**config.mk**
```make
export PLATFORM = sky130hd
export DESIGN_NAME = fpu_seq
export DESIGN_NICKNAME = d
export VERILOG_FILES = /design/src/rtl/fpu_pkg.sv /design/src/rtl/fpu_seq.sv
export SDC_FILE = /design/constraint.sdc
export NUM_CORES = 1
export LEC_CHECK = 0
export CORE_MARGIN = 2
export CORE_UTILIZATION = 40
export DETAILED_ROUTE_END_ITERATION = 6
export PLACE_DENSITY = 0.88
export SYNTH_ARGS = -nofsm -noshare
export SYNTH_HDL_FRONTEND = slang
export SYNTH_SLANG_ARGS = --single-unit
export TNS_END_PERCENT = 1
```
**constraint.sdc**
```tcl
create_clock -name clk -period 2.25 [get_ports clk]
set_input_delay 0.45 -clock clk [delete_from_list [all_inputs] [get_ports clk]]
set_output_delay 0.45 -clock clk [all_outputs]
set_load 0.05 [all_outputs]
```
**src/rtl/fpu_pkg.sv**
```systemverilog
// Shared FP R-type constants, datapath op encodings and the sequencer state type.
// Funct7 decode lives here so the decoder and the sequencer agree on what is legal.
package fpu_pkg;

   localparam logic [6:0] FP_OPCODE = 7'b1010011;

   localparam logic [6:0] F7_FADD = 7'b0000000;
   localparam logic [6:0] F7_FSUB = 7'b0000100;
   localparam logic [6:0] F7_FMUL = 7'b0001000;
   localparam logic [6:0] F7_FDIV = 7'b0001100;

   localparam logic [1:0] UOP_ADD = 2'b00;
   localparam logic [1:0] UOP_SUB = 2'b01;
   localparam logic [1:0] UOP_MUL = 2'b10;
   localparam logic [1:0] UOP_DIV = 2'b11;

   typedef enum logic [1:0] {
      S_IDLE = 2'd0,
      S_RUN  = 2'd1,
      S_WB   = 2'd2
   } fpu_state_e;

   typedef struct packed {
      logic       legal;
      logic [1:0] op;
   } f7_dec_t;

   function automatic f7_dec_t decode_f7(input logic [6:0] f7);
      f7_dec_t d;
      d.legal = 1'b1;
      d.op    = UOP_ADD;
      case (f7)
         F7_FADD: d.op = UOP_ADD;
         F7_FSUB: d.op = UOP_SUB;
         F7_FMUL: d.op = UOP_MUL;
         F7_FDIV: d.op = UOP_DIV;
         default: d.legal = 1'b0;
      endcase
      return d;
   endfunction

endpackage

```
**src/rtl/fpu_seq.sv**
```systemverilog
// Launches one FP R-type op on a fixed-latency datapath, stalls fetch/decode for LAT+1 cycles,
// then writes the captured result to the FP register file for one cycle; Flush/reset abandon the op.
module fpu_seq
   import fpu_pkg::*;
#(
   parameter int ADD_LAT = 3,
   parameter int MUL_LAT = 4,
   parameter int DIV_LAT = 12
) (
   input  logic        clk,
   input  logic        reset,
   input  logic        FPStart,
   input  logic [6:0]  Funct7,
   input  logic [4:0]  RdIn,
   input  logic        Flush,
   output logic        Stall,
   output logic        UnitStart,
   output logic [1:0]  UnitOp,
   input  logic [31:0] UnitResult,
   output logic        FRegWrite,
   output logic [4:0]  FRd,
   output logic [31:0] FResult,
   output logic        IllegalOp
);

   localparam int MAX_AM  = (ADD_LAT > MUL_LAT) ? ADD_LAT : MUL_LAT;
   localparam int MAX_LAT = (MAX_AM > DIV_LAT) ? MAX_AM : DIV_LAT;
   localparam int CW      = $clog2(MAX_LAT + 1);

   fpu_state_e    state_q, state_d;
   logic [CW-1:0] cnt_q, cnt_d;
   logic [1:0]    op_q, op_d;
   logic [4:0]    rd_q, rd_d;
   logic [31:0]   res_q, res_d;

   f7_dec_t       dec;
   logic [CW-1:0] lat_m1;
   logic          kill;

   assign dec  = decode_f7(Funct7);
   assign kill = reset | Flush;

   always_comb begin
      case (dec.op)
         UOP_MUL: lat_m1 = CW'(MUL_LAT - 1);
         UOP_DIV: lat_m1 = CW'(DIV_LAT - 1);
         default: lat_m1 = CW'(ADD_LAT - 1);
      endcase
   end

   always_comb begin
      state_d   = state_q;
      cnt_d     = cnt_q;
      op_d      = op_q;
      rd_d      = rd_q;
      res_d     = res_q;
      Stall     = 1'b0;
      UnitStart = 1'b0;
      UnitOp    = 2'b00;
      FRegWrite = 1'b0;
      FRd       = 5'd0;
      FResult   = 32'd0;
      IllegalOp = 1'b0;

      case (state_q)
         S_IDLE: begin
            if (FPStart && !kill) begin
               if (dec.legal) begin
                  Stall     = 1'b1;
                  UnitStart = 1'b1;
                  UnitOp    = dec.op;
                  op_d      = dec.op;
                  rd_d      = RdIn;
                  cnt_d     = lat_m1;
                  state_d   = S_RUN;
               end else begin
                  IllegalOp = 1'b1;
               end
            end
         end
         S_RUN: begin
            if (!kill) begin
               Stall  = 1'b1;
               UnitOp = op_q;
               if (cnt_q != '0) begin
                  cnt_d = cnt_q - CW'(1);
               end else begin
                  res_d   = UnitResult;
                  state_d = S_WB;
               end
            end
         end
         S_WB: begin
            // FPStart here still belongs to the instruction being retired.
            if (!kill) begin
               FRegWrite = 1'b1;
               FRd       = rd_q;
               FResult   = res_q;
            end
            state_d = S_IDLE;
         end
         default: state_d = S_IDLE;
      endcase

      if (kill) begin
         state_d = S_IDLE;
         cnt_d   = '0;
      end
   end

   always_ff @(posedge clk) begin
      if (reset) begin
         state_q <= S_IDLE;
         cnt_q   <= '0;
         op_q    <= 2'b00;
         rd_q    <= 5'd0;
         res_q   <= 32'd0;
      end else begin
         state_q <= state_d;
         cnt_q   <= cnt_d;
         op_q    <= op_d;
         rd_q    <= rd_d;
         res_q   <= res_d;
      end
   end

endmodule

```
==> qor.yml <==
outcome:
  status: "finished, final reports clean"
synthesis:
  syn_avg_cell_area_um2: 7.77
  ys_types: 34
  yosysWarnings: 0
  ys_seq_area_frac: 0.444
  synthCells: 261
  syn_area_mm2: 0.00203
  yosys_register_bits: 45
  syn_nets: 311
pwr:
  switchingPower_w: 0.000313
  p_clk_frac: 0.347
  p_sw_frac: 0.222
  leakage_nw: 1.45
  p_per_area_mw_per_mm2: 369
  ir_worst_vdd_mv: 0.330
  internal_power_w: 0.00110
  power_frac_comb: 0.089
  total_power_w: 0.00141
  sequentialPowerShare: 0.564
route:
  dr.max_layer_used: "met4"
  drtAntennaViolNets: 0
  wl_met3_um: 445
  wl_met1_um: 2300
  num_vias: 2177
  drt_iter0_markers: 89
  drt-pass1-iter-count: 4
  wl_um: 6320
  drcViolationCount: 0
  wl_met2_um: 3470
  routed_via_density: 4.96
  wl_per_cell_um: 14.4
cts:
  cts_tree: "yes"
  clk_path_buf_depth: 2
  cts_hold_buf: 0
  cts.root.buffer_cell: "clkbuf_8"
  htreeDepth: 2
  clkTransAtPathRegs_ns: 0.08
  insertion_delay_ns: 0.30
  cts.sinks: 45
  numCtsBuffers: 5
worst_setup_path:
  required_ns: 1.80
  cpMaxStageDelayCell: "dfxtp_4"
  crit_path_end_kind: "output port"
  crit_family: "simple AND/OR/NAND/NOR gates"
  cpPeakStageDelay_ns: 0.37
  arrival_ns: 1.71
  crit_fanout: 4
  path_cells: "nor4_4 -> nand4_1 -> inv_2 -> nand2_2 -> nand2_2 -> buf_12"
  worstPathBufferInverterCount: 2
  worstSetupPathType: "register to output port"
  path_common_cell: "nand2_2"
  start_kind: "register"
sta:
  setup_violations: 0
  skew_ns: 0.00601
  tightest_slew_ns: 0.360
  hold_viol_final: 0
  holdWs_ns: 0.458
  layout_setup_ws_ns: 0.0898
  drv_slew: 0
  period_needed_ns: 2.16
  relSlewSlack: 0.754
  fmaxAchievable_mhz: 463
  rsz0062_at_grt: "no"
  post-route-period-util: 0.960
floorplanning:
  die_w_um: 75.2
  core_area_mm2: 0.00482
  ios: 91
  start_util: 0.421
  dieHeight_um: 75.2
  core.rowCount: 25
  die-area_mm2: 0.00566
flow_run:
  drv_cap: 0
placement:
  post-place-ws_ns: -0.222
  port-buffer-count: 90
  dp_cells: 416
  dp_hpwl_um: 4150
  place.gp.congestion: 0.873
grt:
  grt_max_degree: 33
  grt_pass1_wl_um: 9850
  overflow: 0
  grt_pass1_vias: 2211
  grt_use_total: 0.229
  antenna_found_initial: 0
layout:
  multi_input_area_mm2: 0.00112
  area_growth_pct: 88.3
  drive_gt1_frac: 0.366
  layout_common_cells: "nand2_1, buf_12, a21oi_1, dfxtp_1, clkdlybuf4s50_1"
  fillCellCount: 315
  seq_area_um2: 906
  layout.nets: 421
  stdcell_count: 439
  num_antenna_cells: 0
  final_common_cell: "nand2_1"
min_path:
  hold_path.class: "register to register"
## metrics by stage
stage | instance area [um^2] | setup TNS [ns] | util
floorplan | 2030 | -1.51 | -
global placement | 3470 | -6.15 | 0.721
detailed placement | 3470 | -8.25 | 0.721
CTS | 3780 | 0 | 0.785
global route | 3820 | 0 | 0.793
finish | 3820 | 0 | 0.793
## per-layer routing
metal / track usage / vias to the layer above
met5: 0 / -
met1: 0.255 / 1017
met2: 0.429 / 80
li1: - / 1069
met3: 0.0522 / 11
met4: 0.0780 / 0
## state kept, by name (all words and copies together) (netlist names)
signal / flops
res_q: 32
rd_q: 5
cnt_q: 4
op_q: 2
state_q: 2
## logic make-up after synthesis
group	after synthesis	synth area share
simple gates	138	0.334
compound gates	52	0.139
flops	45	0.444
buf+inv	24	0.0703
fa+ha+maj	2	0.0123
## final cells by class
cell class | instances | area share
sequential | 45 | 0.237
clock buffer | 6 | 0.0190
inverter | 6 | 0.00590
multi-input combinational | 192 | 0.293
clock inverter | 2 | 0.00393
tap | 67 | 0.0220
timing repair buffer | 121 | 0.419
## final timing paths
check                                             start                endpoint  slack (ns)  cells after the start
worst max-delay path            state_q[0]$_SDFFE_PP0P_               UnitOp[0]        0.09                      6
worst min-delay path             res_q[23]$_SDFFE_PP0P_  res_q[23]$_SDFFE_PP0P_        0.46                      2
worst max register to register  state_q[0]$_SDFFE_PP0P_    op_q[1]$_SDFFE_PP0P_        0.18                     11
worst min register to register   res_q[23]$_SDFFE_PP0P_  res_q[23]$_SDFFE_PP0P_        0.46                      2
## power groups by stage
stage / registers, W / clock network, W / logic [W]
after global placement: 0.000815 / 0 / 0.000118
after CTS: 0.000796 / 0.000497 / 0.000123
after global routing: 0.000795 / 0.000538 / 0.000134
final: 0.000795 / 0.000489 / 0.000126
after detailed placement: 0.000815 / 0 / 0.000121
after floorplan: 0.000815 / 0 / 0.0000232
## repair_timing
item / in CTS / in global routing
buffers inserted: 10 / 4
endpoints found under the setup margin: 42 / 42
cloned: 1 / 0
pin swaps: 6 / 5
resized for setup: 52 / 11
## worst register-to-register path, cell delays in order (launching register included)
cell and delay, ns:
dfxtp_4 0.37, nor4_4 0.29, nand4_1 0.26, inv_2 0.19
nand2_2 0.08, buf_4 0.13, buf_4 0.12, buf_4 0.12
buf_4 0.12, buf_4 0.12, buf_4 0.12, a21oi_1 0.11
## synthesized netlist by cell type, drive strengths merged
master / n / area share
nand2: 84 / 0.16
dfxtp: 45 / 0.44
a21oi: 43 / 0.11
and2: 37 / 0.11
buf: 10 / 0.044
clkbuf: 8 / 0.015
inv: 6 / 0.011
nand3: 3 / 0.0099
nor3: 3 / 0.0074
ha: 2 / 0.012
nor4: 2 / 0.0093
o21ai: 2 / 0.0049
a2111oi: 1 / 0.0043
a21o: 1 / 0.0037
a22oi: 1 / 0.0037
a311oi: 1 / 0.0043
a31o: 1 / 0.0043
a31oi: 1 / 0.0031
a32oi: 1 / 0.0043
and3: 1 / 0.0031
nand2b: 1 / 0.0031
nand4: 1 / 0.0031
nor2: 1 / 0.0018
nor2b: 1 / 0.0031
nor3b: 1 / 0.0062
nor4b: 1 / 0.012
or2: 1 / 0.0031
or3: 1 / 0.0031
Note: power is estimated with default switching activity, not from simulation.
